## config.mk

```make
export PLATFORM = sky130hd
export DESIGN_NAME = ascon_perm_ctrl
export DESIGN_NICKNAME = d
export VERILOG_FILES = /design/src/rtl/ascon_perm_ctrl.sv
export SDC_FILE = /design/constraint.sdc
export NUM_CORES = 1
export LEC_CHECK = 0
export BUFFER_PORTS_ARGS = -buffer_cell sky130_fd_sc_hd__buf_2
export CORE_AREA = 2 2 506 508
export DETAILED_ROUTE_END_ITERATION = 8
export DIE_AREA = 0 0 508 510
export PLACE_DENSITY = 0.3
export SLEW_MARGIN = 20
export SYNTH_ARGS = -nofsm -noshare
export SYNTH_HDL_FRONTEND = slang
export SYNTH_SLANG_ARGS = --single-unit
```

## constraint.sdc

```tcl
create_clock -name clk -period 15 [get_ports clk]
set_input_delay 3 -clock clk [delete_from_list [all_inputs] [get_ports clk]]
set_output_delay 3 -clock clk [all_outputs]
set_load 0.01 [all_outputs]
```

## src/rtl/ascon_perm_ctrl.sv

```systemverilog
// ascon_perm_ctrl - iterative sequencer for the ASCON permutation.
//
// Steps one external round datapath through p12, p8 or p6. The controller
// holds the 320-bit state between rounds, feeds the round core its state and
// round constant, and hands the result back through a valid/ready pair. This
// lets the round core be shared with the AEAD top instead of unrolling rounds.
//
// Optional feature: define ASCON_PERM_ABORT_EN to add the abort input, which
// drops an in-flight permutation back to IDLE. The state is kept.
//
// Ports:
//   clk        clock, all state on the rising edge
//   rst        asynchronous active-high reset
//   in_valid   request: s_in and mode are valid
//   in_ready   controller idle; a request is taken on in_valid & in_ready
//   mode       0 = p12, 1 = p8, 2 = p6, 3 = reserved (runs as p12)
//   s_in       input state {x0,x1,x2,x3,x4}, x0 in [319:256]
//   out_valid  s_out holds the permuted state
//   out_ready  consumer takes s_out on out_valid & out_ready
//   s_out      permuted state (the state register)
//   busy       high while a permutation is running or waiting to be taken
//   rnd_s      state to the round core (the state register)
//   rnd_c      round constant to the round core
//   rnd_sout   round core result, valid ROUND_LAT cycles after rnd_s/rnd_c
//   abort      (ASCON_PERM_ABORT_EN only) cancel the running permutation
module ascon_perm_ctrl #(
    parameter int ROUND_LAT = 1
) (
    input  logic         clk,
    input  logic         rst,
    input  logic         in_valid,
    output logic         in_ready,
    input  logic [1:0]   mode,
    input  logic [319:0] s_in,
    output logic         out_valid,
    input  logic         out_ready,
    output logic [319:0] s_out,
    output logic         busy,
    output logic [319:0] rnd_s,
    output logic [7:0]   rnd_c,
`ifdef ASCON_PERM_ABORT_EN
    input  logic         abort,
`endif
    input  logic [319:0] rnd_sout
);

    localparam int LW = (ROUND_LAT > 1) ? $clog2(ROUND_LAT) : 1;
    localparam logic [LW-1:0] LAT_INIT = LW'(ROUND_LAT - 1);
    localparam logic [3:0] LAST_IDX = 4'd11;

    typedef enum logic [1:0] {
        IDLE = 2'd0,
        RUN  = 2'd1,
        DONE = 2'd2
    } state_t;

    state_t        fsm;
    logic [319:0]  st_reg;
    logic [3:0]    idx;
    logic [LW-1:0] lat_cnt;
    logic          abort_req;

`ifdef ASCON_PERM_ABORT_EN
    assign abort_req = abort;
`else
    assign abort_req = 1'b0;
`endif

    // Shorter permutations are the tail of p12: they start later in the
    // constant table and always finish on index 11.
    function automatic logic [3:0] start_idx(input logic [1:0] m);
        case (m)
            2'd1:    return 4'd4;
            2'd2:    return 4'd6;
            default: return 4'd0;
        endcase
    endfunction

    assign s_out = st_reg;
    assign rnd_s = st_reg;
    assign rnd_c = (fsm == RUN) ? {4'hF - idx, idx} : 8'h00;

    always_ff @(posedge clk or posedge rst) begin
        if (rst) begin
            fsm       <= IDLE;
            st_reg    <= '0;
            idx       <= '0;
            lat_cnt   <= '0;
            in_ready  <= 1'b1;
            out_valid <= 1'b0;
            busy      <= 1'b0;
        end else begin
            case (fsm)
                IDLE: begin
                    if (in_valid) begin
                        st_reg   <= s_in;
                        idx      <= start_idx(mode);
                        lat_cnt  <= LAT_INIT;
                        fsm      <= RUN;
                        in_ready <= 1'b0;
                        busy     <= 1'b1;
                    end
                end
                RUN: begin
                    if (abort_req) begin
                        fsm      <= IDLE;
                        idx      <= '0;
                        lat_cnt  <= '0;
                        in_ready <= 1'b1;
                        busy     <= 1'b0;
                    end else if (lat_cnt != '0) begin
                        // rnd_s stays on st_reg until the core result lands
                        lat_cnt <= lat_cnt - 1'b1;
                    end else begin
                        st_reg  <= rnd_sout;
                        lat_cnt <= LAT_INIT;
                        if (idx == LAST_IDX) begin
                            fsm       <= DONE;
                            out_valid <= 1'b1;
                        end else begin
                            idx <= idx + 4'd1;
                        end
                    end
                end
                DONE: begin
                    if (abort_req) begin
                        fsm       <= IDLE;
                        idx       <= '0;
                        lat_cnt   <= '0;
                        out_valid <= 1'b0;
                        in_ready  <= 1'b1;
                        busy      <= 1'b0;
                    end else if (out_ready) begin
                        fsm       <= IDLE;
                        out_valid <= 1'b0;
                        in_ready  <= 1'b1;
                        busy      <= 1'b0;
                    end
                end
                default: begin
                    fsm       <= IDLE;
                    out_valid <= 1'b0;
                    in_ready  <= 1'b1;
                    busy      <= 1'b0;
                end
            endcase
        end
    end

endmodule

```

### Word-level counts from Yosys, hierarchy flattened

Cells that the tools add are included.

* register bits: 330
* input bits: 646
* output and inout bits: 651
* word-level logic and storage cells: 55

* add/sub/neg operators: 3
* equal/unequal tests: 10
* mux-type cells: 25
* bitwise gates (word level): 2
* reduce and logical (&&, ||, !) cells: 8

Operator list (number)
* $mux 320: 2
* $pmux 320 s2: 1
* $mux 4: 3
* $reduce_and 4->1: 3
* $pmux 1 s3: 3
* $mux 2: 4
* $mux 8: 1
* $ne 2x2->1 const B: 4
* $pmux 4 s2: 1
* $mux 1: 7
* $pmux 2 s3: 1
* $pmux 3 s2: 1
* $reduce_and 3->1: 2
* $add 4x1->4 const B: 1
* $eq 2x1->1 const B: 2
* $eq 2x2->1 const B: 2
* $eq 4x4->1 const B: 1
* $sub 4x4->4 const A: 1
* $logic_not 2->1: 1
* $ne 2x1->1 const B: 1
* $not 1->1: 2
* $pmux 1 s2: 1
* $reduce_and 2->1: 1
* $reduce_bool 2->1: 1
* $sub 1x1->1 const B: 1

### Logic depth before layout (Yosys ltp)

Gate-level depths: netlist of run 1.

* depth after elaboration: 4
* depth in mapped cells: 7
* depth with buffers taken out: 4

### Worst setup path before layout of run 1

OpenSTA, ideal clock, no wires.

* kind: register -> output
* start point: register fsm[0]
* end point: output port rnd_c[0]
* arrival time: 1.190 ns
* required time: 12.000 ns
* path slack: 10.810 ns
* cell stages (with the launch flop): 5
* buffers on the path: 2
* path through: dfrtp_1 -> and2b_1 -> buf_4 -> buf_2 -> and2_1

* word-level cells in the longest chain between the ends: 2

Ends and longest elaborated chain
* start, declared: RTL line 57 `state_t fsm;`
* start signal, assigned: RTL line 85 `fsm <= IDLE;`
* start signal, assigned: RTL line 99 `fsm <= RUN;`
* start signal, assigned: RTL line 106 `fsm <= IDLE;`
* $eq 2x1->1: RTL line 81 `assign rnd_c = (fsm == RUN) ? {4'hF - idx, idx} : 8'h00;`
* $mux 8: RTL line 81
* end, declared: RTL line 40 `output logic [7:0] rnd_c,`

No other way between the ends.

### Final worst setup path of run 1

* start point: register fsm[0]
* end point: output port rnd_c[2]

The elaborated chain is that of the path after synthesis.

==> impl_metrics.tcl, run 1 <==
set metrics [dict create \
    io_buffers 1296 \
    cts-resized-gates 0 \
    die-height_um 510 \
    grt_pass1_wl_mm 210 \
    min_from "busy" \
    crit_path_max_fanout 39 \
    holdPathStages 1 \
    final_util_pct 10.7 \
    cts-root-buf "clkbuf_16" \
    combinationalPowerShare_pct 52.9 \
    leakagePower_nw 13.5 \
    grt_pass1_vias 16900 \
    fin_hold_ws_ns 0.500 \
    ctsHoldBuffers 0 \
    cap_violations 0 \
    drc 0 \
    clk_pin_slew_ns 0.06 \
    fin_tns_setup_ns 0 \
    post-route-period-util_pct 39.8 \
    cp.required_ns 12.00 \
    synth_top_family_by_area "multiplexers" \
    synth_ff_type "dfrtp_1" \
    synth.most_common_cell "buf_4" \
    vias 17000 \
    relSlewSlack_pct 33.6 \
    yosysTopAreaCell "dfrtp_1" \
    place_hpwl_mm 157 \
    p_clk_share_pct 18.7 \
    grt-ovfl-total 0 \
    avgRoutedWirePerCell_um 28.4 \
    ff2ff_path_depth 6 \
    final_antenna_net_count 0 \
    firstDrtPassIters 5 \
    rsz0062_at_grt "no" \
    rows 185 \
    final_area_um2 27100 \
    final-seq-area_um2 8230 \
    worstPathArrival_ns 2.96 \
    worstSetupPathType "flip-flop to primary output" \
    netlist_instances 1757 \
    synthAdderAreaFrac_pct 0.142 \
    critPathMaxStageDelay_ns 0.69 \
    antenna_found_initial 146 \
    cts_max_level 2 \
    syn_area_um2 17600 \
    clock_latency_ns 0.70 \
    max-vdd-ir-drop_mv 0.112 \
    worst_path_max_delay_cell "buf_4" \
    grt_max_degree 179 \
    synthTopCellsByArea "dfrtp_1 (47%), mux2i_1 (18%), buf_4 (14%)" \
    cts_tree "yes" \
    cts_buffers 50 \
    cp-start-kind "flip-flop" \
    r2r_end "rnd_s[220]" \
    die_area_um2 259000 \
    clock_sinks 329 \
    cts_buffer_depth 3 \
    drtIter0Drc 872 \
    ys_warn_count 0 \
    crit-reg2reg-launch "fsm[0]" \
    synthSimpleGateAreaFrac_pct 7.37 \
    tightest_slew_ns 0.969 \
    fillers 29600 \
    wirelength_mm 175 \
    setup_viol 0 \
    multi_input_area_um2 6270 \
    avgSynthCellArea_um2 10.0 \
    synth_nets 2405 \
    ys_types 29 \
    p_int_mw 3.06 \
    gp_congestion 0.873 \
    holdPathEnd "busy" \
    synth_mux_area_share_pct 18.4 \
    worstPathCellList "and2b_4 -> buf_4 -> and2_1 -> buf_2" \
    synthXorXnorAreaFrac_pct 0.0498 \
    synth_common_cells "buf_4 (332), dfrtp_1 (328), nand2_1 (322), mux2i_1 (320), o21ai_1 (200)" \
    fp.dieW_um 508 \
    regToRegSetupSlack_ns 10.81 \
    synth_async_sr_flop_share_pct 100 \
    p_switching_mw 3.46 \
    finalMaxSlewViolations 0 \
    synth_compound_area_share_pct 9.63 \
    hp-class "flip-flop to flip-flop" \
    ys_seq_area_share_pct 46.8 \
    final_layout_size_suffix_gt1_share_pct 51.2 \
    via_per_inst 2.76 \
    synth-seq-cells 329 \
    sequentialPowerShare_pct 28.4 \
    ios 1297 \
    grt.total_usage_pct 12.9 \
    finalNetCount 3344 \
    fmax_mhz 168 \
    synth_edf_count 0 \
    swShare_pct 53.1 \
    synth.top_cell.area_share_pct 46.7 \
    finalCriticalPeriod_ns 5.96 \
    outcome "finished, final reports clean" \
    post_dp_cell_area_um2 25400 \
    finClkSkew_ns 0.0200 \
    post_cts_buffers 0 \
    power_density_nw_per_um2 241 \
    endpoint_kind "primary output" \
    area_growth_pct 54.3 \
    hold_viol 0 \
    fp.coreArea_um2 253000 \
    initial_core_util_pct 6.94 \
]
-- state kept, by name (all words and copies together) (netlist names) --
name       cells
rnd_s        320
fsm            2
idx            4
out_valid      1
busy           1
in_ready       1
-- power by group through the flow --
stage | registers (mW) | clock network [mW] | logic, mW
2_1_floorplan | 1.88 | 0 | 1.70
3_3_place_gp | 1.87 | 0 | 3.61
3_5_place_dp | 1.90 | 0 | 3.59
4_1_cts | 1.89 | 1.29 | 3.60
5_1_grt | 1.93 | 1.31 | 3.74
6_report | 1.85 | 1.22 | 3.45
-- kinds of logic (layout without fill, tap and decap cells) --
logic type                 count (synthesis)  count (layout)
and+or+nand+nor                          339             339
other                                      0              52
buffers and inverters                    432            1405
AOI/OAI and AO/OA                        331             331
xor gates and xnor gates                   1               1
DFF                                      329             329
adders and majority gates                  2               2
muxes                                    323             323
-- layer usage --
layer	wire [µm]	global-route usage, %	vias to the layer above	share of wire, %
met5	644	0	-	0.37
met3	30500	10.0	319	17
met4	5920	3.93	98	3.4
met2	76200	20.1	1117	44
li1	-	-	7577	-
met1	61500	13.3	7847	35
-- cells in the final DEF, fill, tap and decap left out, drive strengths merged --
master	count
nor2b	1
inv	8
nand2b	3
clkinv	10
xnor2	1
nand2	322
mux2	3
mux2i	320
a31oi	2
dfrtp	328
diode	52
o21ai	321
o21bai	2
buf	1315
a21o	1
bufinv	3
a32o	2
ha	2
clkbuf	65
and2	3
clkinvlp	4
a21oi	2
nor2	7
nor3	1
dfstp	1
o22ai	1
nand3	1
and2b	1
-- worst max path at each step --
stage / cells after the start / slack, ns / endpoint / start
6_report: 4 / 9.04 / rnd_c[2] / fsm[0]
3_3_place_gp: 6 / 8.84 / rnd_s[63] / in_valid
4_1_cts: 4 / 8.91 / rnd_c[2] / fsm[0]
5_1_grt: 4 / 8.83 / rnd_c[2] / fsm[0]
2_1_floorplan: 1 / 2.89 / busy / rst
3_5_place_dp: 6 / 8.84 / rnd_s[61] / in_valid
-- cell type report --
| type | count | area share [%] |
|---|---|---|
| Multi-Input combinational cell | 996 | 23.1 |
| Clock buffer | 65 | 5.00 |
| Clock inverter | 21 | 0.895 |
| Inverter | 4 | 0.0830 |
| Tap cell | 3366 | 15.5 |
| Sequential cell | 329 | 30.4 |
| Antenna cell | 52 | 0.480 |
| Timing Repair Buffer | 1315 | 24.5 |
-- worst max-delay path: cells and delay by family, from the launching register on --
kind                   cells  cell delay, ns
buffers and inverters      2            0.82
flip-flops                 1            0.55
AND/OR/NAND/NOR            2            0.89
-- through the flow --
| stage | std cells | power, mW | setup WS [ns] |
|---|---|---|---|
| 3_5_place_dp | 6010 | 5.49 | 8.84 |
| 4_1_cts | 6096 | 6.77 | 8.91 |
| 3_3_place_gp | 6010 | 5.48 | 8.84 |
| 5_1_grt | 6120 | 6.97 | 8.83 |
| 6_report | 6148 | 6.52 | 9.04 |
| 2_1_floorplan | 1757 | 3.58 | 2.89 |
(Power assumes the default switching activity.)
==> run 2: changes to the inputs <==
--- a/config.mk
+++ b/config.mk
@@ -6,9 +6,9 @@
 export NUM_CORES = 1
 export LEC_CHECK = 0
 export BUFFER_PORTS_ARGS = -buffer_cell sky130_fd_sc_hd__buf_2
-export CORE_AREA = 2 2 506 508
+export CORE_AREA = 2 2 502 504
 export DETAILED_ROUTE_END_ITERATION = 8
-export DIE_AREA = 0 0 508 510
+export DIE_AREA = 0 0 504 506
 export PLACE_DENSITY = 0.3
 export SLEW_MARGIN = 20
 export SYNTH_ARGS = -nofsm -noshare
==> constraint.sdc (replaced) <==
create_clock -name clk -period 5.4 [get_ports clk]
set_input_delay 1.08 -clock clk [delete_from_list [all_inputs] [get_ports clk]]
set_output_delay 1.08 -clock clk [all_outputs]
set_load 0.01 [all_outputs]
==> impl_metrics.tcl, run 2 (same netlist as run 1, synthesis figures left out) <==
set metrics [dict create \
    rows 184 \
    final_cells 6134 \
    cap_violations 0 \
    grt-ovfl-total 0 \
    p_switching_mw 9.55 \
    initial_core_util_pct 7.03 \
    fmax_mhz 277 \
    crit_path_max_fanout 37 \
    final_cell_mix "buf_2 (1,296), dfrtp_1 (328), nand2_1 (322), mux2i_1 (320), o21ai_1 (200)" \
    gp_congestion 0.939 \
    sequentialPowerShare_pct 28.2 \
    hold_viol 0 \
    drtIter0Drc 870 \
    rsz0062_at_grt "no" \
    cp.required_ns 4.32 \
    endpoint_kind "primary output" \
    cts_max_level 2 \
    combinationalPowerShare_pct 52.7 \
    clock_sinks 329 \
    ios 1297 \
    fp.coreArea_um2 250000 \
    drc 0 \
    area_growth_pct 55.5 \
    avgRoutedWirePerCell_um 27.2 \
    worstPathCellList "and2b_4 -> and2_1 -> buf_2" \
    tightest_slew_ns 1.09 \
    worstPathArrival_ns 2.53 \
    hp-class "flip-flop to flip-flop" \
    p_int_mw 8.73 \
    max-vdd-ir-drop_mv 0.254 \
    clk_pin_slew_ns 0.06 \
    vias 16900 \
    power_density_nw_per_um2 669 \
    grt_max_degree 162 \
    outcome "finished, final reports clean" \
    post-route-period-util_pct 66.8 \
    placed_cells_incl_taps 5999 \
    relSlewSlack_pct 27.1 \
    finalNetCount 3350 \
    io_buffers 1296 \
    post_dp_cell_area_um2 25500 \
    grt.total_usage_pct 12.6 \
    finalMaxSlewViolations 0 \
    cts-root-buf "clkbuf_16" \
    cts_buffer_depth 3 \
    via_per_inst 2.76 \
    layout_commonest_cell "buf_2" \
    die_area_um2 255000 \
    worst_path_max_delay_cell "and2b_4" \
    wirelength_mm 167 \
    ctsHoldBuffers 0 \
    largest_reg_flops 320 \
    place_hpwl_mm 149 \
    critPathMaxStageDelay_ns 0.86 \
    finClkSkew_ns 0.0239 \
    cts_buffers 49 \
    cts_tree "yes" \
    die-height_um 506 \
    firstDrtPassIters 5 \
    worstSetupPathType "flip-flop to primary output" \
    final_antenna_net_count 0 \
    setup_viol 0 \
    swShare_pct 52.2 \
    leakagePower_nw 13.6 \
    cts-resized-gates 0 \
    fp.dieW_um 504 \
    antenna_found_initial 134 \
    grt_pass1_wl_mm 206 \
    grt_pass1_vias 16900 \
    final_layout_size_suffix_gt1_share_pct 51.3 \
    final_area_um2 27300 \
    clock_latency_ns 0.67 \
    p_clk_share_pct 19.1 \
    post_cts_buffers 0 \
    cp-start-kind "flip-flop" \
    finalCriticalPeriod_ns 3.61 \
]
run 2: power by group through the flow:
stage | Sequential, mW | Combinational, mW | Clock [mW]
finish | 5.16 | 9.63 | 3.50
global route | 5.37 | 10.3 | 3.75
CTS | 5.23 | 10.0 | 3.70
detailed placement | 5.26 | 10.0 | 0
global placement | 5.20 | 10.1 | 0
floorplan | 5.22 | 4.72 | 0
run 2: per-layer routing:
metal	part of all wire [%]	vias to the layer above	track usage, %
li1	-	7593	-
met1	39	7874	14.4
met2	44	1113	19.9
met3	13	263	7.25
met4	3.1	58	3.42
met5	0.22	-	0
run 2: worst max-delay path: cells and delay by family (launching register included):
family	cells	cell delay [ns]
flip-flops	1	0.53
AND/OR/NAND/NOR	2	1.15
buffers and inverters	1	0.16
run 2: worst paths after layout:
kind,start,end,slack [ns],cells past startpoint
worst max-delay path,fsm[0],rnd_c[2],1.79,3
worst min-delay path,rnd_s[73],rnd_s[73],0.50,2
worst max register to register,fsm[0],rnd_s[284],2.51,5
worst min register to register,rnd_s[73],rnd_s[73],0.50,2
max in group asynchronous,rst,rnd_s[122],3.78,3
min in group asynchronous,rst,rnd_s[298],0.54,2
run 2: stage by stage:
stage / worst slack, ns / TNS (ns) / util, % / hold slack, ns / power (mW)
3_5_place_dp: 2.38 / 0 / 10.2 / 0.494 / 15.3
2_1_floorplan: -0.0719 / -23.57 / - / 0.521 / 9.94
4_1_cts: 1.58 / 0 / 10.9 / 0.493 / 19.0
5_1_grt: 1.58 / 0 / 10.9 / 0.526 / 19.5
6_report: 1.79 / 0 / 10.9 / 0.501 / 18.3
3_3_place_gp: 2.32 / 0 / 10.2 / 0.484 / 15.3
run 2: area by class of cell:
class                      instances  area, µm²
fill                           29100     223000
sequential                       329       8230
timing repair buffer            1322       6820
multi-input combinational        996       6270
tap                             3348       4190
clock buffer                      69       1380
clock inverter                    22        309
antenna                           44        110
inverter                           4       18.8
